===== config.mk =====
export PLATFORM = sky130hd
export DESIGN_NAME = pipeline_processor
export DESIGN_NICKNAME = d
export VERILOG_FILES = /design/src/rtl/pipeline_processor.sv
export SDC_FILE = /design/constraint.sdc
export NUM_CORES = 1
export LEC_CHECK = 0
export ABC_AREA = 0
export CAP_MARGIN = 10
export CORE_ASPECT_RATIO = 0.7
export CORE_MARGIN = 2
export CORE_UTILIZATION = 45
export CTS_CLUSTER_DIAMETER = 120
export DETAILED_ROUTE_END_ITERATION = 7
export GPL_TIMING_DRIVEN = 0
export PLACE_DENSITY = 0.67
export SLEW_MARGIN = 30
export SYNTH_ARGS = -nofsm -noshare
export SYNTH_HDL_FRONTEND = slang
export SYNTH_SLANG_ARGS = --single-unit

===== constraint.sdc =====
create_clock -name clk -period 6.6 [get_ports clk]
set_input_delay 0.99 -clock clk [delete_from_list [all_inputs] [get_ports clk]]
set_output_delay 0.99 -clock clk [all_outputs]
set_load 0.01 [all_outputs]

===== src/rtl/pipeline_processor.sv =====
`default_nettype none
// ============================================================================
// Module   : pipeline_processor
// Purpose  : Four-stage in-order 8-bit pipelined processor (IF, ID, EX, WB).
//            It runs a fixed 16-word built-in program from an internal ROM
//            against an 8 x 8-bit register file. Write-back activity is
//            exposed on debug outputs.
// Ports    : clk     - system clock, rising-edge active
//            reset   - asynchronous reset, active low
//            pc      - current fetch address
//            wb_en   - EX/WB holds a register-writing instruction (rd != 0)
//            wb_addr - destination register of the EX/WB instruction
//            wb_data - result held in the EX/WB stage
// Options  : PIPE_FORWARD_EN - when defined, the EX/WB result is bypassed
//            into EX operands. When undefined, distance-1 dependences read
//            stale register values.
// Revision : 1.0 - initial release
// ============================================================================
module pipeline_processor (
    input  logic       clk,
    input  logic       reset,
    output logic [3:0] pc,
    output logic       wb_en,
    output logic [2:0] wb_addr,
    output logic [7:0] wb_data
);

    localparam logic [3:0] c_OP_ADD  = 4'd1;
    localparam logic [3:0] c_OP_SUB  = 4'd2;
    localparam logic [3:0] c_OP_AND  = 4'd3;
    localparam logic [3:0] c_OP_OR   = 4'd4;
    localparam logic [3:0] c_OP_XOR  = 4'd5;
    localparam logic [3:0] c_OP_LI   = 4'd6;
    localparam logic [3:0] c_OP_ADDI = 4'd7;

    // Pipeline state
    logic [3:0]  r_pc;
    logic [15:0] r_ifid_instr;

    logic [3:0]  r_idex_op;
    logic [2:0]  r_idex_rd;
    logic [7:0]  r_idex_a;
    logic [7:0]  r_idex_b;
    logic [7:0]  r_idex_imm8;
`ifdef PIPE_FORWARD_EN
    logic [2:0]  r_idex_rs1;
    logic [2:0]  r_idex_rs2;
`endif

    logic        r_exwb_en;
    logic [2:0]  r_exwb_rd;
    logic [7:0]  r_exwb_data;

    logic [7:0]  r_regs [8];

    // Combinational signals
    logic [15:0] w_rom_instr;
    logic [2:0]  w_id_rs1;
    logic [2:0]  w_id_rs2;
    logic [7:0]  w_id_a;
    logic [7:0]  w_id_b;
    logic [7:0]  w_ex_a;
    logic [7:0]  w_ex_b;
    logic [7:0]  w_ex_result;
    logic        w_ex_wr;

    // ------------------------------------------------------------------
    // Instruction ROM: addresses 6..15 hold NOP (all zeros).
    // LI uses bits [8:0] as immediate field, so bit 8 is encoded as 0.
    // ------------------------------------------------------------------
    always_comb begin
        w_rom_instr = 16'h0000;
        case (r_pc)
            4'd0:    w_rom_instr = {c_OP_LI,  3'd1, 9'd5};               // LI  r1,5
            4'd1:    w_rom_instr = {c_OP_LI,  3'd2, 9'd3};               // LI  r2,3
            4'd2:    w_rom_instr = {c_OP_ADD, 3'd3, 3'd1, 3'd2, 3'd0};   // ADD r3,r1,r2
            4'd3:    w_rom_instr = {c_OP_SUB, 3'd4, 3'd3, 3'd1, 3'd0};   // SUB r4,r3,r1
            4'd4:    w_rom_instr = {c_OP_AND, 3'd5, 3'd3, 3'd4, 3'd0};   // AND r5,r3,r4
            4'd5:    w_rom_instr = {c_OP_OR,  3'd6, 3'd3, 3'd4, 3'd0};   // OR  r6,r3,r4
            default: w_rom_instr = 16'h0000;
        endcase
    end

    // ------------------------------------------------------------------
    // Decode / register read. r0 reads zero; a register being written by
    // EX/WB in this same cycle is taken from EX/WB (write-through), which
    // covers distance-2 dependences.
    // ------------------------------------------------------------------
    assign w_id_rs1 = r_ifid_instr[8:6];
    assign w_id_rs2 = r_ifid_instr[5:3];

    always_comb begin
        w_id_a = r_regs[w_id_rs1];
        if (w_id_rs1 == 3'd0) begin
            w_id_a = 8'h00;
        end else if (r_exwb_en && (r_exwb_rd == w_id_rs1)) begin
            w_id_a = r_exwb_data;
        end
    end

    always_comb begin
        w_id_b = r_regs[w_id_rs2];
        if (w_id_rs2 == 3'd0) begin
            w_id_b = 8'h00;
        end else if (r_exwb_en && (r_exwb_rd == w_id_rs2)) begin
            w_id_b = r_exwb_data;
        end
    end

    // ------------------------------------------------------------------
    // Execute. r_exwb_en already implies rd != 0, so the bypass never
    // substitutes a value for r0.
    // ------------------------------------------------------------------
    always_comb begin
        w_ex_a = r_idex_a;
        w_ex_b = r_idex_b;
`ifdef PIPE_FORWARD_EN
        if (r_exwb_en && (r_exwb_rd == r_idex_rs1)) begin
            w_ex_a = r_exwb_data;
        end
        if (r_exwb_en && (r_exwb_rd == r_idex_rs2)) begin
            w_ex_b = r_exwb_data;
        end
`endif
    end

    always_comb begin
        w_ex_result = 8'h00;
        w_ex_wr     = 1'b0;
        case (r_idex_op)
            c_OP_ADD:  begin w_ex_result = w_ex_a + w_ex_b;  w_ex_wr = 1'b1; end
            c_OP_SUB:  begin w_ex_result = w_ex_a - w_ex_b;  w_ex_wr = 1'b1; end
            c_OP_AND:  begin w_ex_result = w_ex_a & w_ex_b;  w_ex_wr = 1'b1; end
            c_OP_OR:   begin w_ex_result = w_ex_a | w_ex_b;  w_ex_wr = 1'b1; end
            c_OP_XOR:  begin w_ex_result = w_ex_a ^ w_ex_b;  w_ex_wr = 1'b1; end
            c_OP_LI:   begin w_ex_result = r_idex_imm8;      w_ex_wr = 1'b1; end
            c_OP_ADDI: begin
                w_ex_result = w_ex_a + {2'b00, r_idex_imm8[5:0]};
                w_ex_wr     = 1'b1;
            end
            default:   begin w_ex_result = 8'h00;            w_ex_wr = 1'b0; end
        endcase
        // Writes to r0 are discarded and never flagged.
        if (r_idex_rd == 3'd0) begin
            w_ex_wr = 1'b0;
        end
    end

    // ------------------------------------------------------------------
    // Pipeline registers and register file.
    // ------------------------------------------------------------------
    always_ff @(posedge clk or negedge reset) begin
        if (!reset) begin
            r_pc         <= 4'd0;
            r_ifid_instr <= 16'h0000;
            r_idex_op    <= 4'd0;
            r_idex_rd    <= 3'd0;
            r_idex_a     <= 8'h00;
            r_idex_b     <= 8'h00;
            r_idex_imm8  <= 8'h00;
`ifdef PIPE_FORWARD_EN
            r_idex_rs1   <= 3'd0;
            r_idex_rs2   <= 3'd0;
`endif
            r_exwb_en    <= 1'b0;
            r_exwb_rd    <= 3'd0;
            r_exwb_data  <= 8'h00;
            for (int i = 0; i < 8; i++) begin
                r_regs[i] <= 8'h00;
            end
        end else begin
            r_pc         <= r_pc + 4'd1;
            r_ifid_instr <= w_rom_instr;

            r_idex_op    <= r_ifid_instr[15:12];
            r_idex_rd    <= r_ifid_instr[11:9];
            r_idex_a     <= w_id_a;
            r_idex_b     <= w_id_b;
            r_idex_imm8  <= r_ifid_instr[7:0];
`ifdef PIPE_FORWARD_EN
            r_idex_rs1   <= w_id_rs1;
            r_idex_rs2   <= w_id_rs2;
`endif

            r_exwb_en    <= w_ex_wr;
            r_exwb_rd    <= r_idex_rd;
            r_exwb_data  <= w_ex_result;

            if (r_exwb_en) begin
                r_regs[r_exwb_rd] <= r_exwb_data;
            end
        end
    end

    assign pc      = r_pc;
    assign wb_en   = r_exwb_en;
    assign wb_addr = r_exwb_rd;
    assign wb_data = r_exwb_data;

endmodule
`default_nettype wire


After elaboration in Yosys (flattened, before gate mapping)
Cells that the tools add are included.
- register bits: 127
- bits of input ports: 2
- bits in read-only memories: 0
- output and inout port bits: 16
- logic and storage cells: 71
- RAM bits: 0
- memories: 0
- latch bits: 0
- div/mod/pow operators: 0
- multipliers: 0
- equal/unequal tests: 14
- magnitude comparators: 4
- muxes and demuxes: 17
- add/subtract/negate cells: 4
- reductions and logical operators: 8
- shift operators: 0
- bitwise gates (word level): 6
- operator list (kind ; number):
    one-hot mux 15 bit (6 select lines) ; 1
    two-way mux 8 bit ; 9
    bitwise mux 64 bit ; 1
    one-hot mux 8 bit (7 select lines) ; 1
    binary-select mux 8 bit (select 3 bit) ; 2
    demux 8 bit (select 3 bit) ; 1
    == test 4 x 3 -> 1 bit (second input constant) ; 6
    == test 4 x 2 -> 1 bit (second input constant) ; 4
    >= comparator 4 bit (second input constant) ; 3
    inverter 3 -> 4 bit ; 3
    zero test 3 bit ; 3
    adder 8 x 6 -> 8 bit ; 1
    adder 8 bit ; 1
    bitwise AND 8 bit ; 1
    == test 4 x 1 -> 1 bit (second input constant) ; 2
    bitwise OR 8 bit ; 1
    subtractor 8 bit ; 1
    XOR 8 bit ; 1
    OR reduction 7 bit ; 1
    == test 3 bit ; 2
    adder 4 x 1 -> 4 bit (second input constant) ; 1
    zero test 4 bit ; 1
    < comparator 4 x 1 -> 1 bit (second input constant) ; 1
    logical AND 1 bit ; 3
    two-way mux 1 bit ; 2

Logic depth before layout (Yosys ltp)
Gate-level depths: netlist of the first run.
- depth after elaboration: 6
- gate-level depth with buffers: 12
- gate-level depth less buffers: 12

Worst setup path after synthesis of the first run
Ideal clock, no wire load.
- kind: flip-flop to flip-flop
- start point: register r_idex_op[0]
- end point: register r_exwb_data[6], in the netlist wb_data[6]
- stages on the path, launching flop included: 11
- slack: 3852 ps
- clock period less this slack: 2748 ps
- path buffers: 1
- arrival: 2626 ps
- library setup time: 122 ps
- data required time: 6478 ps
- cells stage by stage: dfrtp_1 or3b_1 buf_6 nand2_1 o21ai_0 fa_1 a21o_1 a21oi_2 o21ai_1 a211o_1 a2111oi_1
- word-level cells in the longest chain between the ends: 2
- elaborated cells on any way between the ends: 8
- those cells by class: eq/ne (7); mux (1)
- RTL lines (item ; RTL line ; source):
    from (decl) ; 40 ; logic [3:0] r_idex_op;
    from (signal assigned) ; 175 ; r_idex_op <= r_ifid_instr[15:12];
    == test 4 x 3 -> 1 bit (tied with other cells) ; 130 ; case (r_idex_op)
    one-hot mux 8 bit (7 select lines) (*) ; 130 ;
    named net w_ex_result[6] ; 64 ; logic [7:0] w_ex_result;
    to (signal assigned) ; 187 ; r_exwb_data <= w_ex_result;
    to (decl) ; 52 ; logic [7:0] r_exwb_data;
The timed path passes the listed nets; every way through them passes the cells marked *.
A chain may end at the register's enable or synchronous reset.

Final worst setup path of the first run
Same ends and word-level chain as after synthesis.

==> reports/results.txt, run 1 <==
Status = finished clean
H-tree lvl count = 4
Unrepaired setup endpoints after global routing = no
Final Power = 1.69 mW
Fin util = 53.3%
Setup Skew = 0.0125 ns
Fillcell total = 1183
Pwr Density = 229 mW/mm²
CP max FO = 8
Initial core utilization = 45.8%
Max Cap Violations = 0
Die Area = 0.0151 mm²
Ports = 18
LEAKAGE = 3.35 nW
Row count = 36
Root Driver = clkbuf_16
Post-route ant nets = 0
Crit start category = flop
Final slew viol count = 0
Final setup margin = 3.32 ns
Placed cell area = 0.00678 mm²
Synth area leader = dfrtp_1
Relative slew margins = 42.3%
Synth cell types = 61
Share of layout cells above drive strength 1 = 25.6%
Setup TNS = 0 ns
Sequential area share after synthesis = 48.2%
Share of synthesized registers carrying an async set or reset = 100%
Grt ovf = 0
Detail Placement HPWL = 10500 µm
Routed WL = 14400 µm
Diode count = 0
TritonCTS Buffers = 17
First drt pass iteration count = 5
Finished Cell Area = 0.00737 mm²
Least-Margin Pin Slew = 0.861 ns
Synth top area share = 48.2%
Kind of critical path = reg -> reg
Footprint of the multi-input gates = 0.00303 mm²
Worst skew pair latency = 0.41 ns
Final setup vio count = 0
Yosys reg bits = 122
Fmax achieved = 305 MHz
Iter 0 DRT Violations = 247
Post-CTS Setup Inserts = 0
Worst path required time = 6.86 ns
Pin count of the biggest net entering global routing = 79
All-Layer GR Usage = 20.5%
Core area = 0.0138 mm²
Layout Cells excl Fill = 745
Dpl cells = 713
Clk slew on worst S/H paths = 0.05 ns
YS warnings = 0
Final Hold Fails = 0
Register Area = 0.00305 mm²
Wire length of the first global-routing pass = 23400 µm
Worst Hold Class = reg -> reg
Post-route DRC = 0
Final worst-path cycle share = 49.7%
Crit path time final = 3.28 ns
Vias in the first global route = 4280
Synth area leaders = dfrtp_1 (48%), mux2_2 (9.1%), mux4_2 (8.5%)
GP Congestion = 0.945
Hold-fix buffers, CTS = 0
Arrival time at the worst endpoint = 3.54 ns
Syn Nets = 537
Place WS = 3.37 ns
Peak VDD IR = 156 µV
Clock Sinks = 122
Die width = 146 µm
CTS tree = yes
Die Y = 103 µm
Nets@finish = 574
Post-Synthesis Cell Area = 0.00634 mm²
Clk buf depth = 2
CP endpoint kind = flop
Port-buffer cells = 17
WL/cell = 19.4 µm
Antenna violations before repair = 0
Most frequent cells in the layout = dfrtp_1 (122), mux2_2 (51), nor2_1 (33)
Mapped Avg Cell Area = 12.6 µm²
Synth Flop Type = dfrtp_1
Number of synthesized flops with an enable pin = 0
Area grow syn2layout = 16.3%
Cells after Synth = 505
Vias = 4203
Detail-routed via count per cell = 5.64
Post_cts resized = 0
Worst hold margin = 0.345 ns
Commonest non-fill, non-tap cell in the layout = dfrtp_1
## registers in the layout, summed over array words and instances (netlist names), 3 cells and up
register      count
r_ifid_instr     13
r_idex_a          8
r_regs           64
r_idex_imm8       8
r_idex_b          8
pc                4
r_idex_op         3
wb_data           8
wb_addr           3
## routing by layer
metal	vias up	wire length [µm]	track usage, %
met2	119	6140	30.2
met5	-	0	0
met1	2153	7210	30.5
li1	1913	-	-
met3	18	868	4.96
met4	0	207	5.81
## cells in the mapped netlist, types with 3 or more instances
library cell,instances
or2_2,3
and3_1,3
nor2_1,33
a22oi_1,7
mux4_2,24
mux2_1,16
o21ai_1,5
xor2_1,3
nor3_1,8
o21ai_0,14
a221oi_1,3
mux2_2,51
clkbuf_1,13
buf_2,13
buf_4,4
and2_1,3
xnor2_1,9
nor2b_1,4
ha_1,29
a21oi_1,13
a22o_1,3
dfrtp_1,122
a211oi_1,9
mux2i_1,17
nand3_1,10
nand4b_1,4
inv_1,24
nand2_1,18
## report_power, final
group / internal (mW) / switching [mW]
Clock: 0.564 / 0.362
Sequential: 0.748 / 0
Combinational: 0.00256 / 0.0141
## layout make-up
type | instances | share of cell area [%]
clock inverter | 14 | 2.19
sequential | 122 | 41.4
clock buffer | 18 | 5.82
buffer | 32 | 2.26
multi-input combinational | 326 | 41.1
tap | 190 | 3.22
timing repair buffer | 18 | 2.75
inverter | 25 | 1.27
## worst paths after layout
path | from | to | slack [ns] | cells past startpoint
worst max-delay path | r_idex_op[0] | wb_data[6] | 3.32 | 10
worst min register to register | r_ifid_instr[0] | r_idex_imm8[0] | 0.35 | 0
worst max register to register | r_idex_op[0] | wb_data[6] | 3.32 | 10
max in group asynchronous | reset | r_regs[9] | 5.45 | 2
min in group asynchronous | reset | wb_data[2] | 0.47 | 1
worst min-delay path | r_ifid_instr[0] | r_idex_imm8[0] | 0.35 | 0
## kinds of logic (layout without fill, tap and decap cells)
family,Yosys count,in the layout,share of synthesized area (%)
flip-flops,122,122,48.2
AO/OA/AOI/OAI,74,74,8.07
adder cells (fa/ha/maj),30,30,6.04
buffers and inverters,57,107,4.11
multiplexers,108,108,23.1
AND/OR/NAND/NOR,102,102,8.84
XOR/XNOR,12,12,1.66
## worst max-delay path, stage by stage (launching register included)
cell	delay, ns
dfrtp_1	0.45
or3b_1	0.41
buf_6	0.15
nand2_1	0.12
o21ai_0	0.16
fa_1	0.51
a21o_1	0.22
a21oi_2	0.19
o21ai_1	0.16
a211o_1	0.32
a2111oi_1	0.43
Note: power is estimated with default switching activity, not from simulation.
==> run 2: changes to the inputs <==
Clock period 6.6 ns to 3.42 ns, I/O delays scaled along.
==> run 2 against run 1 <==
Against the previous run:
- first-iteration DRC count is 6.1% higher
- largest power group unchanged
- critical endpoint unchanged
- sequential power rose by 93%
- register-to-register slack worse by 3.1 ns
- critical path depth unchanged
- final cell count is 0.13% higher
- total power rose by 93%
- global-route usage is essentially flat
- sequential cell count stayed put
- largest cell class unchanged
- fmax rose by 2.6%
- worst hold slack about the same
- clock skew up 0.00098 ns
==> reports/results.txt, run 2 (synthesized netlist as in run 1, its figures left out) <==
Footprint of the multi-input gates = 0.00304 mm²
Pwr Density = 442 mW/mm²
Detail-routed via count per cell = 5.68
Arrival time at the worst endpoint = 3.47 ns
Dpl cells = 713
Wire length of the first global-routing pass = 23400 µm
Detail Placement HPWL = 10500 µm
Clock Sinks = 122
CP endpoint kind = flop
Initial core utilization = 45.8%
Antenna violations before repair = 0
Fillcell total = 1183
Top Registers = r_regs x64, r_ifid_instr x13
Clk buf depth = 2
Share of layout cells above drive strength 1 = 25.7%
Layout Cells excl Fill = 746
Worst Hold Class = reg -> reg
Grt ovf = 0
Row count = 36
WL/cell = 19.3 µm
Crit path max-delay family = compound AO/OA/AOI/OAI gates
Post-route DRC = 0
Met2 GRT Util = 30.2%
Die width = 146 µm
Pin count of the biggest net entering global routing = 79
Relative slew margins = 41.0%
Max Cap Violations = 0
Peak VDD IR = 302 µV
Port-buffer cells = 17
Delay of the slowest critical-path stage = 0.51 ns
First drt pass iteration count = 7
CTS tree = yes
Unrepaired setup endpoints after global routing = no
Die Area = 0.0151 mm²
Routed WL = 14400 µm
Bufs and invs on worst path = 1
H-tree lvl count = 4
Vias in the first global route = 4283
Root Driver = clkbuf_16
Ports = 18
Clk slew on worst S/H paths = 0.05 ns
Crit path time final = 3.20 ns
Commonest non-fill, non-tap cell in the layout = dfrtp_1
Met3 capacity usage during global routing = 5.00%
Iter 0 DRT Violations = 262
Final Hold Fails = 0
Met1 usage = 30.5%
GP Congestion = 0.945
Fmax achieved = 313 MHz
CP max-delay cell = fa_1
Nets@finish = 575
Post-route ant nets = 0
Diode count = 0
Least-Margin Pin Slew = 0.880 ns
Final slew viol count = 0
Final worst-path cycle share = 93.5%
Top Usage Layer GRT = met1
Top reg by flops = r_regs
TritonCTS Buffers = 17
Kind of critical path = reg -> reg
Setup TNS = 0 ns
Setup Skew = 0.0134 ns
Area grow syn2layout = 16.6%
Vias = 4236
Core area = 0.0138 mm²
LEAKAGE = 3.35 nW
Crit start category = flop
Die Y = 103 µm
Register Area = 0.00305 mm²
Cell chain of the critical path = or3b_1 > buf_6 > nand2_1 > o21ai_0 > fa_1 > a21o_1 > a21oi_2 > o21ai_1 > a211o_1 > a2111oi_2
CP max FO = 8
Status = finished clean
Worst path required time = 3.70 ns
Max reg flops = 64
Most frequent cells in the layout = dfrtp_1 (122), mux2_2 (51), nor2_1 (33)
Worst skew pair latency = 0.41 ns
All-Layer GR Usage = 20.5%
Final setup vio count = 0
==> run 2: metrics by stage <==
| stage | area (µm²) | util (%) | total power, mW | hold WS (ns) | setup slack, ns |
|---|---|---|---|---|---|
| 2_1_floorplan | 6340 | - | 1.47 | 0.217 | 0.672 |
| 3_3_place_gp | 6750 | 48.8 | 1.50 | 0.336 | -2.68 |
| 3_5_place_dp | 6780 | 49.0 | 1.50 | 0.335 | 0.191 |
| 4_1_cts | 7380 | 53.4 | 3.29 | 0.347 | 0.179 |
| 5_1_grt | 7390 | 53.4 | 3.36 | 0.360 | 0.0510 |
| 6_report | 7390 | 53.4 | 3.26 | 0.345 | 0.224 |
==> run 2: what timing repair did <==
| action | in CTS | in global routing |
|---|---|---|
| gates resized for setup | 0 | 1 |
| endpoints found under the setup margin | 0 | 1 |
| buffers inserted | 0 | 0 |
| hold buffers | 1 | 0 |
| hold endpoints to repair | 12 | 0 |
==> run 2: report_power, final <==
| group | total (mW) | internal [mW] | switching [mW] | leakage (nW) |
|---|---|---|---|---|
| clock network | 1.79 | 1.09 | 0.698 | 0.284 |
| registers | 1.44 | 1.44 | 0 | 1.63 |
| logic | 0.0333 | 0.00562 | 0.0276 | 1.44 |
==> run 2: cell type report <==
class | instances | area share (%)
buffer | 32 | 2.25
clock buffer | 18 | 5.81
clock inverter | 14 | 2.18
inverter | 25 | 1.27
multi-input combinational | 326 | 41.1
sequential | 122 | 41.3
tap | 190 | 3.22
timing repair buffer | 19 | 2.88
==> run 2: routing by layer <==
layer | wire [µm] | vias up | share of wire [%]
li1 | - | 1923 | -
met1 | 7200 | 2170 | 50
met2 | 6190 | 127 | 43
met3 | 855 | 16 | 5.9
met4 | 184 | 0 | 1.3
met5 | 0 | - | 0
==> run 2: path summary, 6_finish.rpt <==
kind / startpoint / endpoint / slack (ns) / cells after the start
setup reg to reg: r_idex_op[0] / wb_data[6] / 0.22 / 10
min in group asynchronous: reset / wb_data[2] / 0.60 / 2
max in group asynchronous: reset / r_regs[9] / 2.14 / 3
hold / removal: r_ifid_instr[0] / r_idex_imm8[0] / 0.35 / 0
hold reg to reg: r_ifid_instr[0] / r_idex_imm8[0] / 0.35 / 0
setup / recovery: r_idex_op[0] / wb_data[6] / 0.22 / 10
